<file path="src/rtl/uart_pkg.sv">
// Shared UART definitions: byte width, default RX FIFO depth and the byte type
// used by UART_rx, UART_tx and uart_rx_fifo.
package uart_pkg;

    localparam int UART_DATA_W        = 8;
    localparam int UART_RX_FIFO_DEPTH = 16;

    typedef logic [UART_DATA_W-1:0] uart_byte_t;

endpackage

</file>
<file path="src/rtl/uart_rx_fifo_if.sv">
// Producer/consumer signal bundle for uart_rx_fifo. The overrun pair exists
// only when UART_RX_FIFO_OVERRUN_EN is defined.
interface uart_rx_fifo_if
    import uart_pkg::*;
#(
    parameter int DEPTH  = UART_RX_FIFO_DEPTH,
    parameter int DATA_W = UART_DATA_W
);
    localparam int CW = $clog2(DEPTH) + 1;

    logic              rx_done;
    logic [DATA_W-1:0] rx_data;
    logic              rd_en;
    logic [DATA_W-1:0] rd_data;
    logic              rd_valid;
    logic              empty;
    logic              full;
    logic [CW-1:0]     count;
`ifdef UART_RX_FIFO_OVERRUN_EN
    logic              overrun;
    logic              overrun_clr;
`endif

    // master: UART_rx + consumer side; slave: the FIFO itself
    modport master (
        output rx_done, rx_data, rd_en,
`ifdef UART_RX_FIFO_OVERRUN_EN
        output overrun_clr,
        input  overrun,
`endif
        input  rd_data, rd_valid, empty, full, count
    );

    modport slave (
        input  rx_done, rx_data, rd_en,
`ifdef UART_RX_FIFO_OVERRUN_EN
        input  overrun_clr,
        output overrun,
`endif
        output rd_data, rd_valid, empty, full, count
    );

endinterface

</file>
<file path="src/rtl/uart_rx_fifo_mem.sv">
// Simple dual-port register array: synchronous write, registered read that
// holds its value when no read is requested.
module uart_rx_fifo_mem #(
    parameter int DEPTH  = 16,
    parameter int DATA_W = 8,
    localparam int AW    = $clog2(DEPTH)
) (
    input  logic              clock,
    input  logic              reset,
    input  logic              we_i,
    input  logic [AW-1:0]     waddr_i,
    input  logic [DATA_W-1:0] wdata_i,
    input  logic              re_i,
    input  logic [AW-1:0]     raddr_i,
    output logic [DATA_W-1:0] rdata_o
);

    logic [DATA_W-1:0] mem_q [DEPTH];
    logic [DATA_W-1:0] rdata_q;

    // storage is deliberately left out of reset
    always_ff @(posedge clock) begin
        if (we_i) mem_q[waddr_i] <= wdata_i;
    end

    // a same-address write in this cycle is not visible: the read sees the old entry
    always_ff @(posedge clock or negedge reset) begin
        if (!reset)    rdata_q <= '0;
        else if (re_i) rdata_q <= mem_q[raddr_i];
    end

    assign rdata_o = rdata_q;

endmodule

</file>
<file path="src/rtl/uart_rx_fifo.sv">
// Circular byte buffer behind UART_rx: pointer, occupancy and flag control.
// Optional sticky overrun flag enabled by UART_RX_FIFO_OVERRUN_EN.
module uart_rx_fifo
    import uart_pkg::*;
#(
    parameter int DEPTH  = UART_RX_FIFO_DEPTH,
    parameter int DATA_W = UART_DATA_W
) (
    input  logic          clock,
    input  logic          reset,
    uart_rx_fifo_if.slave bus
);

    localparam int AW = $clog2(DEPTH);
    localparam int CW = AW + 1;

    logic [AW-1:0] wptr_q, wptr_d;
    logic [AW-1:0] rptr_q, rptr_d;
    logic [CW-1:0] count_q, count_d;
    logic          empty_q, empty_d;
    logic          full_q, full_d;
    logic          rd_valid_q;
    logic          wr_acc, rd_acc;

    // a read frees a slot in the same cycle, so full + read still accepts the write
    assign wr_acc = bus.rx_done && (!full_q || bus.rd_en);
    assign rd_acc = bus.rd_en && !empty_q;

    always_comb begin
        wptr_d  = wptr_q;
        rptr_d  = rptr_q;
        count_d = count_q;
        if (wr_acc) wptr_d = wptr_q + AW'(1);
        if (rd_acc) rptr_d = rptr_q + AW'(1);
        case ({wr_acc, rd_acc})
            2'b10:   count_d = count_q + CW'(1);
            2'b01:   count_d = count_q - CW'(1);
            default: count_d = count_q;
        endcase
        empty_d = (count_d == '0);
        full_d  = (count_d == CW'(DEPTH));
    end

    always_ff @(posedge clock or negedge reset) begin
        if (!reset) begin
            wptr_q     <= '0;
            rptr_q     <= '0;
            count_q    <= '0;
            empty_q    <= 1'b1;
            full_q     <= 1'b0;
            rd_valid_q <= 1'b0;
        end else begin
            wptr_q     <= wptr_d;
            rptr_q     <= rptr_d;
            count_q    <= count_d;
            empty_q    <= empty_d;
            full_q     <= full_d;
            rd_valid_q <= rd_acc;
        end
    end

    uart_rx_fifo_mem #(
        .DEPTH  (DEPTH),
        .DATA_W (DATA_W)
    ) u_mem (
        .clock   (clock),
        .reset   (reset),
        .we_i    (wr_acc),
        .waddr_i (wptr_q),
        .wdata_i (bus.rx_data),
        .re_i    (rd_acc),
        .raddr_i (rptr_q),
        .rdata_o (bus.rd_data)
    );

    assign bus.rd_valid = rd_valid_q;
    assign bus.empty    = empty_q;
    assign bus.full     = full_q;
    assign bus.count    = count_q;

`ifdef UART_RX_FIFO_OVERRUN_EN
    logic overrun_q, overrun_d;

    // set has priority over a coincident clear
    always_comb begin
        overrun_d = overrun_q;
        if (bus.overrun_clr)                         overrun_d = 1'b0;
        if (bus.rx_done && full_q && !bus.rd_en)     overrun_d = 1'b1;
    end

    always_ff @(posedge clock or negedge reset) begin
        if (!reset) overrun_q <= 1'b0;
        else        overrun_q <= overrun_d;
    end

    assign bus.overrun = overrun_q;
`endif

endmodule

</file>
<file path="src/flat_wrapper.sv">
// flat-port wrapper written by rule: the top's interface ports become plain ports
module uart_rx_fifo_flat import uart_pkg::*;
#(
    parameter int DEPTH  = UART_RX_FIFO_DEPTH,
    parameter int DATA_W = UART_DATA_W
)
  (clock, reset, bus_rx_done, bus_rx_data, bus_rd_en, bus_rd_data, bus_rd_valid, bus_empty, bus_full, bus_count);
  uart_rx_fifo_if #(.DEPTH(DEPTH), .DATA_W(DATA_W)) bus_i ();
  input  logic clock;
  input  logic reset;
  input wire logic [$bits(bus_i.rx_done)-1:0] bus_rx_done;
  input wire logic [$bits(bus_i.rx_data)-1:0] bus_rx_data;
  input wire logic [$bits(bus_i.rd_en)-1:0] bus_rd_en;
  output wire logic [$bits(bus_i.rd_data)-1:0] bus_rd_data;
  output wire logic [$bits(bus_i.rd_valid)-1:0] bus_rd_valid;
  output wire logic [$bits(bus_i.empty)-1:0] bus_empty;
  output wire logic [$bits(bus_i.full)-1:0] bus_full;
  output wire logic [$bits(bus_i.count)-1:0] bus_count;
  assign bus_i.rx_done = bus_rx_done;
  assign bus_i.rx_data = bus_rx_data;
  assign bus_i.rd_en = bus_rd_en;
  assign bus_rd_data = bus_i.rd_data;
  assign bus_rd_valid = bus_i.rd_valid;
  assign bus_empty = bus_i.empty;
  assign bus_full = bus_i.full;
  assign bus_count = bus_i.count;
  uart_rx_fifo #(.DEPTH(DEPTH), .DATA_W(DATA_W)) u_core (.clock(clock), .reset(reset), .bus(bus_i));
endmodule
</file>
<file path="config.mk">
export PLATFORM = sky130hd
export DESIGN_NAME = uart_rx_fifo_flat
export DESIGN_NICKNAME = d
export VERILOG_FILES = /design/src/rtl/uart_pkg.sv /design/src/rtl/uart_rx_fifo_if.sv /design/src/rtl/uart_rx_fifo_mem.sv /design/src/rtl/uart_rx_fifo.sv /design/src/flat_wrapper.sv
export SDC_FILE = /design/constraint.sdc
export NUM_CORES = 1
export LEC_CHECK = 0
export ABC_AREA = 1
export CORE_ASPECT_RATIO = 0.8
export CORE_MARGIN = 1.5
export CORE_UTILIZATION = 60
export CTS_CLUSTER_SIZE = 24
export DETAILED_ROUTE_END_ITERATION = 6
export MAX_ROUTING_LAYER = met4
export PLACE_DENSITY = 0.79
export SKIP_CTS_REPAIR_TIMING = 1
export SYNTH_ARGS = -nofsm -noshare
export SYNTH_HDL_FRONTEND = slang
export SYNTH_SLANG_ARGS = --single-unit
</file>
<file path="constraint.sdc">
create_clock -name clock -period 3.49 [get_ports clock]
set_clock_uncertainty 0.2 [all_clocks]
set_input_delay 0.349 -clock clock [delete_from_list [all_inputs] [get_ports clock]]
set_output_delay 0.349 -clock clock [all_outputs]
set_load 0.1 [all_outputs]
</file>
==> results_dict.tcl, run 1 <==
set metrics [dict create \
    vdd_ir_drop_max_mv 0.688 \
    vias 4021 \
    cp_num_buf_inv 1 \
    synth_edf_count 128 \
    syn_inst 518 \
    status "complete, no violations" \
    synth_ff_type "edfxtp_1" \
    worst_pin_slew_ns 0.994 \
    synth_top_cell_by_area "edfxtp_1" \
    cts-root-buf "clkbuf_16" \
    cap_violations 0 \
    core.rowCount 33 \
    yosys.area.top_type_share_pct 60.8 \
    slowest_stage "clkdlybuf4s50_1" \
    numPortBuffers 27 \
    yosysSeqAreaShare_pct 70.4 \
    clock_latency_ns 0.42 \
    ys_seq_elements 152 \
    synth_area_mm2 0.00632 \
    grt_usage_pct 27.3 \
    synth_cell_types 33 \
    die_w_um 118 \
    fin_area_mm2 0.00727 \
    hold_viol 0 \
    die_h_um 94.8 \
    finalSetupViolCount 0 \
    overflow 0 \
    gp_congestion 0.862 \
    antenna_found_initial 0 \
    netlist_top_cells_area "edfxtp_1, dfrtp_1, nand2_1" \
    tns_ns 0 \
    drtIter0Drc 350 \
    path_clk_slew_ns 0.06 \
    cp_max_fo 4 \
    critPathTopFamily "buffers and inverters" \
    drc 0 \
    area_growth_pct 15.0 \
    path_cells "clkdlybuf4s50_1" \
    core_area_mm2 0.0102 \
    io_pins 28 \
    grt_pass1_wl_um 21400 \
    ff2ff_setup_slack_ns 1.09 \
    async_flop_share_pct 15.8 \
    yosys_warnings 0 \
    layout_commonest_cell "edfxtp_1" \
    clock.fmax_mhz 388 \
    fin_nets 569 \
    wl_per_cell_um 19.6 \
    dp_hpwl_um 8630 \
    fillers 736 \
    critPathRequiredTime_ns 2.94 \
    cts_tree "yes" \
    rsz0062_at_grt "false" \
    n_antenna_cell 0 \
    p_leak_nw 2.73 \
    layout_common_cells "edfxtp_1, nand2_1, nor2_1" \
    max-slew-margin-rel_pct 33.5 \
    syn_nets 538 \
    cts.sinks 152 \
    min_path_type "input pin to async pin" \
    p_per_area_mw_per_mm2 932 \
    final_util_pct 71.0 \
    syn_avg_cell_area_um2 12.2 \
    wirelength_um 13800 \
    grt_pass1_vias 3937 \
    die-area_mm2 0.0112 \
    slew_viol_final 0 \
    cts_made_buffers 17 \
    setup.worst_path.start_class "flop" \
    grt_max_degree 56 \
    avgViaCountPerCell 5.73 \
    total_power_mw 6.78 \
    min_period_ns 2.58 \
    end_kind "output port" \
    worstSetupPathType "flop to output port" \
    drive_above_1_share_pct 11.0 \
    cts_buffer_depth 2 \
    htreeDepth 4 \
    antenna_left 0 \
    max_stage_delay_ns 1.17 \
    arrival_ns 2.03 \
    period_share_pct 73.8 \
    placedInstanceArea_mm2 0.00669 \
    start_util_pct 61.7 \
    drt_pass1_iterations 5 \
]
-- sequential cells by signal (all words and copies together), names as in the netlist --
signal                flops
u_core.bus.count          5
u_core.bus.empty          1
u_core.bus.full           1
u_core.bus.rd_valid       1
u_core.rptr_q             4
u_core.u_mem.mem_q      128
u_core.u_mem.rdata_o      8
u_core.wptr_q             4
-- layout make-up --
class	count	area [um2]	share of cell area [%]
Sequential cell	152	4450	61.2
Multi-Input combinational cell	324	1670	23.0
Clock buffer	19	433	5.96
Timing Repair Buffer	32	305	4.20
Tap cell	140	175	2.41
Clock inverter	13	146	2.01
Inverter	22	85.1	1.17
-- layer usage --
metal	vias up	track usage [%]	part of all wire (%)
met1	1963	37.2	45
met3	19	6.88	6.9
met4	0	10.9	1.6
met2	163	40.1	46
met5	-	-	0
li1	1876	-	-
-- cell usage after synthesis (5+ instances only) --
cell type,n
xor2_1,7
nand3_1,11
ha_1,8
buf_4,8
buf_2,6
inv_1,14
clkbuf_1,5
a21oi_1,17
nand2_1,107
o22ai_1,16
nand3_2,7
edfxtp_1,128
inv_2,7
mux2i_1,16
dfrtp_1,23
o21ai_1,26
nand2_2,6
nor2_1,67
o21ai_0,25
-- final timing paths --
path                                              start                 endpoint  depth (start not counted)
worst max-delay path                u_core.bus.count[0]             bus_count[0]                          1
worst min-delay path                              reset  u_core.u_mem.rdata_o[2]                          2
worst max register to register          u_core.bus.full          u_core.bus.full                         10
worst min register to register  u_core.u_mem.rdata_o[0]  u_core.u_mem.rdata_o[0]                          2
max in group asynchronous                         reset         u_core.bus.empty                          2
min in group clock              u_core.u_mem.rdata_o[0]  u_core.u_mem.rdata_o[0]                          2
-- metrics by stage --
| stage | worst slack, ns | hold WS [ns] | cells |
|---|---|---|---|
| 6_report | 0.914 | 0.102 | 702 |
| 4_1_cts | 0.905 | 0.0926 | 702 |
| 2_1_floorplan | 0.926 | -0.147 | 518 |
| 3_5_place_dp | 0.572 | 0.265 | 670 |
| 5_1_grt | 0.799 | 0.118 | 702 |
| 3_3_place_gp | 0.680 | 0.269 | 670 |
-- worst reg2reg max path: cells and delay by family, from the launching register on --
kind,cells,cell delay (ns)
flip-flops,1,0.40
buffers and inverters,2,0.20
AO/OA/AOI/OAI,2,0.48
AND/OR/NAND/NOR,5,0.64
adder cells (fa/ha/maj),1,0.40
-- cells by family after synthesis --
| family | synth area share, % |
|---|---|
| AOI/OAI and AO/OA | 7.37 |
| xor gates and xnor gates | 1.11 |
| adders and majority gates | 1.58 |
| buffers and inverters | 3.13 |
| DFF | 70.4 |
| muxes | 2.54 |
| and+or+nand+nor | 13.9 |
-- where the power goes --
group / total [mW] / internal (mW) / leakage (nW) / switching (mW)
sequential: 2.46 / 2.26 / 1.44 / 0.195
combinational: 2.53 / 0.668 / 1.00 / 1.86
clock: 1.79 / 1.06 / 0.282 / 0.727
total: 6.78 / 3.99 / 2.73 / 2.78
Power figures use the tool's default switching activity.
==> inputs of run 2 (changes only) <==
==> constraint.sdc (replaced) <==
create_clock -name clock -period 2.63 [get_ports clock]
set_clock_uncertainty 0.2 [all_clocks]
set_input_delay 0.263 -clock clock [delete_from_list [all_inputs] [get_ports clock]]
set_output_delay 0.263 -clock clock [all_outputs]
set_load 0.1 [all_outputs]
==> results_dict.tcl, run 2 (synthesized netlist as in run 1, its figures left out) <==
set metrics [dict create \
    dp_cells 688 \
    min_period_ns 2.28 \
    r2r_cells 7 \
    dr_wl_met3_um 1040 \
    dp_hpwl_um 8570 \
    cp_max_fo 28 \
    layout_common_cells "edfxtp_1, nand2_1, nor2_1" \
    ff2ff_setup_slack_ns 0.35 \
    antenna_found_initial 0 \
    dr_wl_met2_um 6690 \
    status "complete, no violations" \
    finalSetupViolCount 0 \
    drt_pass1_iterations 5 \
    vias 4118 \
    rr_endpoint "u_core.u_mem.rdata_o[2]" \
    die_w_um 118 \
    p_leak_nw 2.86 \
    die-area_mm2 0.0112 \
    fin_nets 587 \
    met1_length_um 6150 \
    gp_congestion 0.953 \
    die_h_um 94.8 \
    wl_per_cell_um 19.6 \
    sequentialPowerShare_pct 35.6 \
    path_clk_slew_ns 0.06 \
    numPortBuffers 27 \
    cts_tree "yes" \
    worst_pin_slew_ns 0.805 \
    p_sw_mw 3.75 \
    fillers 692 \
    tns_ns 0 \
    slew_viol_final 0 \
    max_stage_delay_ns 0.72 \
    overflow 0 \
    cap_violations 0 \
    drc 0 \
    p_sw_share_pct 40.5 \
    cp_num_buf_inv 1 \
    critical_path.reg2reg.startpoint "u_core.rptr_q[0]" \
    min_path_type "input pin to async pin" \
    layout_commonest_cell "edfxtp_1" \
    arrival_ns 2.40 \
    slowest_stage "dfrtp_2" \
    cts.sinks 152 \
    grt_pass1_vias 3913 \
    cts-root-buf "clkbuf_16" \
    core_area_mm2 0.0102 \
    clkPwrFrac_pct 27.5 \
    vdd_ir_drop_max_mv 1.08 \
    drtIter0Drc 401 \
    clock_latency_ns 0.43 \
    top_register "u_core.u_mem.mem_q" \
    cts_buffer_depth 2 \
    io_pins 28 \
    cts_made_buffers 17 \
    critPathRequiredTime_ns 2.75 \
    critPathTopFamily "flip-flops" \
    start_util_pct 61.7 \
    end_kind "flop" \
    grt_pass1_wl_um 21300 \
    total_power_mw 9.26 \
    core.rowCount 33 \
    antenna_left 0 \
    stdcell_count 720 \
    rsz0062_at_grt "false" \
    drive_above_1_share_pct 16.7 \
    p_per_area_mw_per_mm2 1250 \
    highest_layer "met4" \
    setup.worst_path.start_class "flop" \
    area_growth_pct 17.5 \
    power_frac_comb_pct 36.8 \
    cpMostUsedCell "nand2_1" \
    hold_viol 0 \
    max-slew-margin-rel_pct 46.2 \
    htreeDepth 4 \
    path_cells "buf_4 -> mux2i_1 -> o21ai_0 -> nor2_1 -> nand2_1 -> nand3_1 -> nand2_1" \
    grt_max_degree 33 \
    avgViaCountPerCell 5.72 \
    wirelength_um 14100 \
    p_int_mw 5.51 \
    worstSetupPathType "flop to flop" \
    largest_reg_flops 128 \
    period_share_pct 86.8 \
    clock.fmax_mhz 438 \
    grt_usage_pct 27.4 \
    n_antenna_cell 0 \
]
run 2: per-stage QoR:
| stage | hold WS [ns] | util, % | setup slack, ns | cell area [um2] |
|---|---|---|---|---|
| floorplan | -0.233 | - | 0.0658 | 6320 |
| global placement | 0.269 | 66.4 | 0.189 | 6800 |
| detailed placement | 0.269 | 66.4 | 0.0967 | 6800 |
| CTS | 0.00371 | 72.5 | 0.383 | 7420 |
| global route | 0.0369 | 72.5 | 0.236 | 7420 |
| finish | 0.00297 | 72.5 | 0.347 | 7420 |
run 2: power by group through the flow:
stage	sequential [mW]	clock [mW]	combinational, mW
after floorplan	4.00	0	1.78
after global placement	3.32	0	3.27
after detailed placement	3.33	0	3.35
after CTS	3.29	2.57	3.40
after global routing	3.33	2.66	3.68
final	3.30	2.55	3.41
run 2: layer usage:
metal	track usage, %	up-vias
met5	-	-
met1	37.4	2016
li1	-	1912
met3	6.82	26
met2	40.8	164
met4	9.25	0
run 2: how the worst max path moves through the flow:
stage | start | end | slack (ns) | depth (start not counted)
6_report | u_core.rptr_q[0] | u_core.u_mem.rdata_o[2] | 0.35 | 7
5_1_grt | u_core.rptr_q[0] | u_core.u_mem.rdata_o[2] | 0.24 | 8
4_1_cts | u_core.rptr_q[0] | u_core.u_mem.rdata_o[2] | 0.38 | 7
3_5_place_dp | bus_rd_en | u_core.bus.full | 0.1 | 12
3_3_place_gp | bus_rd_en | u_core.bus.empty | 0.19 | 12
2_1_floorplan | u_core.bus.full | u_core.bus.empty | 0.07 | 10
run 2: layout make-up:
class	instances	area (um2)	area share [%]
Clock buffer	18	429	5.78
Clock inverter	14	199	2.68
Inverter	22	85.1	1.15
Multi-Input combinational cell	324	1670	22.5
Sequential cell	152	4450	59.9
Tap cell	140	175	2.36
Timing Repair Buffer	50	415	5.59
run 2: worst register-to-register path, cell delays in order, from the launching register on:
cell	delay, ns
dfrtp_2	0.72
buf_4	0.41
mux2i_1	0.26
o21ai_0	0.10
nor2_1	0.26
nand2_1	0.08
nand3_1	0.07
nand2_1	0.05
==> inputs of run 3 (changes only) <==
--- a/config.mk
+++ b/config.mk
@@ -8,11 +8,11 @@
 export ABC_AREA = 1
 export CORE_ASPECT_RATIO = 0.8
 export CORE_MARGIN = 1.5
-export CORE_UTILIZATION = 60
+export CORE_UTILIZATION = 54
 export CTS_CLUSTER_SIZE = 24
 export DETAILED_ROUTE_END_ITERATION = 6
 export MAX_ROUTING_LAYER = met4
-export PLACE_DENSITY = 0.79
+export PLACE_DENSITY = 0.75
 export SKIP_CTS_REPAIR_TIMING = 1
 export SYNTH_ARGS = -nofsm -noshare
 export SYNTH_HDL_FRONTEND = slang
==> constraint.sdc (replaced) <==
create_clock -name clock -period 1.95 [get_ports clock]
set_clock_uncertainty 0.2 [all_clocks]
set_input_delay 0.195 -clock clock [delete_from_list [all_inputs] [get_ports clock]]
set_output_delay 0.195 -clock clock [all_outputs]
set_load 0.1 [all_outputs]
==> results_dict.tcl, run 3 (synthesized netlist as in run 1, its figures left out) <==
set metrics [dict create \
    status "finished with violations" \
    violations "negative setup slack" \
    hold_start "u_core.u_mem.rdata_o[0]" \
    grt_pass1_wl_um 22400 \
    max_stage_delay_ns 0.67 \
    cts_made_buffers 17 \
    cpMostUsedCell "nand2_2" \
    die_w_um 124 \
    io_pins 28 \
    grt_usage_pct 25.9 \
    largest_reg_flops 128 \
    cts-root-buf "clkbuf_16" \
    layout_common_cells "edfxtp_1, nand2_1, nor2_1" \
    cp_num_buf_inv 1 \
    min_path_type "flop to flop" \
    ff2ff_setup_slack_ns -0.10 \
    rsz0062_at_grt "true" \
    cts.sinks 152 \
    p_per_area_mw_per_mm2 1660 \
    setup.worst_path.start_class "flop" \
    max-slew-margin-rel_pct 52.4 \
    critPathTopFamily "simple AND/OR/NAND/NOR gates" \
    worstSetupPathType "flop to flop" \
    htreeDepth 4 \
    avgViaCountPerCell 5.55 \
    fin_nets 609 \
    path_clk_slew_ns 0.06 \
    rr_endpoint "u_core.bus.full" \
    finalSetupViolCount 3 \
    layout_commonest_cell "edfxtp_1" \
    fin_area_mm2 0.00775 \
    slowest_stage "dfstp_4" \
    dp_hpwl_um 8780 \
    antenna_left 0 \
    vias 4166 \
    dp_cells 715 \
    drive_above_1_share_pct 22.3 \
    cts_buffer_depth 2 \
    drt_pass1_iterations 5 \
    grt_max_degree 26 \
    end_kind "flop" \
    path_cells "nor2_8 -> nand3_1 -> nand2_2 -> ha_4 -> inv_1 -> nand2_2 -> nand3b_1 -> nand3_2 -> nand2_2 -> nor2_2 -> nand3_2 -> nor2_1" \
    overflow 0 \
    core_area_mm2 0.0115 \
    r2r_cells 12 \
    critical_path.reg2reg.startpoint "u_core.bus.empty" \
    area_growth_pct 22.7 \
    wl_per_cell_um 19.2 \
    cp_max_fo 4 \
    min_to "u_core.u_mem.rdata_o[0]" \
    gp_congestion 0.843 \
    cts_tree "yes" \
    critPathRequiredTime_ns 2.09 \
    tns_ns -0.242 \
    wirelength_um 14400 \
    drtIter0Drc 447 \
    period_share_pct 105 \
    min_period_ns 2.05 \
    whs_path_depth 2 \
    drc 0 \
    n_antenna_cell 0 \
    stdcell_count 750 \
    total_power_mw 12.9 \
    die-area_mm2 0.0124 \
    core.rowCount 35 \
    clock.fmax_mhz 487 \
    start_util_pct 55.1 \
    numPortBuffers 27 \
    clock_latency_ns 0.42 \
    p_leak_nw 2.99 \
    grt_pass1_vias 4195 \
    cap_violations 0 \
    placedInstanceArea_mm2 0.00708 \
    arrival_ns 2.20 \
    fin_ws_ns -0.104 \
    hold_viol 0 \
    worst_pin_slew_ns 0.712 \
    cp-startpoint "u_core.bus.empty" \
    vdd_ir_drop_max_mv 0.938 \
    top_register "u_core.u_mem.mem_q" \
    slew_viol_final 0 \
    antenna_found_initial 0 \
    die_h_um 99.7 \
]
run 3: worst max-delay path by stage:
| stage | depth (start not counted) | slack (ns) | end |
|---|---|---|---|
| global route | 13 | -0.22 | u_core.bus.empty |
| global placement | 12 | -0.28 | u_core.bus.full |
| CTS | 11 | -0.22 | u_core.bus.full |
| finish | 12 | -0.10 | u_core.bus.full |
| detailed placement | 12 | -0.32 | u_core.bus.full |
| floorplan | 11 | -0.23 | u_core.bus.full |
run 3: layout make-up:
type	instances	area, um2
fillers	827	3720
flip-flops and latches	152	4460
well taps	148	185
clock buffers	24	503
inverters	22	87.6
clock inverters	8	118
repair buffers	72	658
multi-input cells	324	1750
run 3: worst min-delay path, stage by stage (launching register included):
cell and delay [ns]:
dfrtp_1 0.34, nand2_1 0.05, nand2_1 0.05
run 3: metrics by stage:
| step | setup WS, ns | util, % | hold WS, ns |
|---|---|---|---|
| 6_report | -0.104 | 67.6 | 0.282 |
| 3_5_place_dp | -0.318 | 61.7 | 0.269 |
| 4_1_cts | -0.222 | 67.1 | -0.0314 |
| 2_1_floorplan | -0.227 | - | -0.301 |
| 3_3_place_gp | -0.276 | 61.7 | 0.266 |
| 5_1_grt | -0.216 | 67.6 | 0.317 |
run 3: power by group:
part	switching, mW	internal [mW]	leakage [nW]
registers	0.315	4.05	1.44
logic	3.57	1.56	1.24
clock network	1.21	2.18	0.305
total	5.10	7.79	2.99
run 3: routing by layer:
layer / vias to the layer above / wire (um) / GRT usage [%] / share of wire, %
li1: 1966 / - / - / -
met1: 2031 / 6260 / 35.2 / 43
met2: 146 / 6900 / 39.4 / 48
met3: 23 / 1020 / 4.99 / 7.0
met4: 0 / 239 / 9.00 / 1.7
met5: - / 0 / - / 0
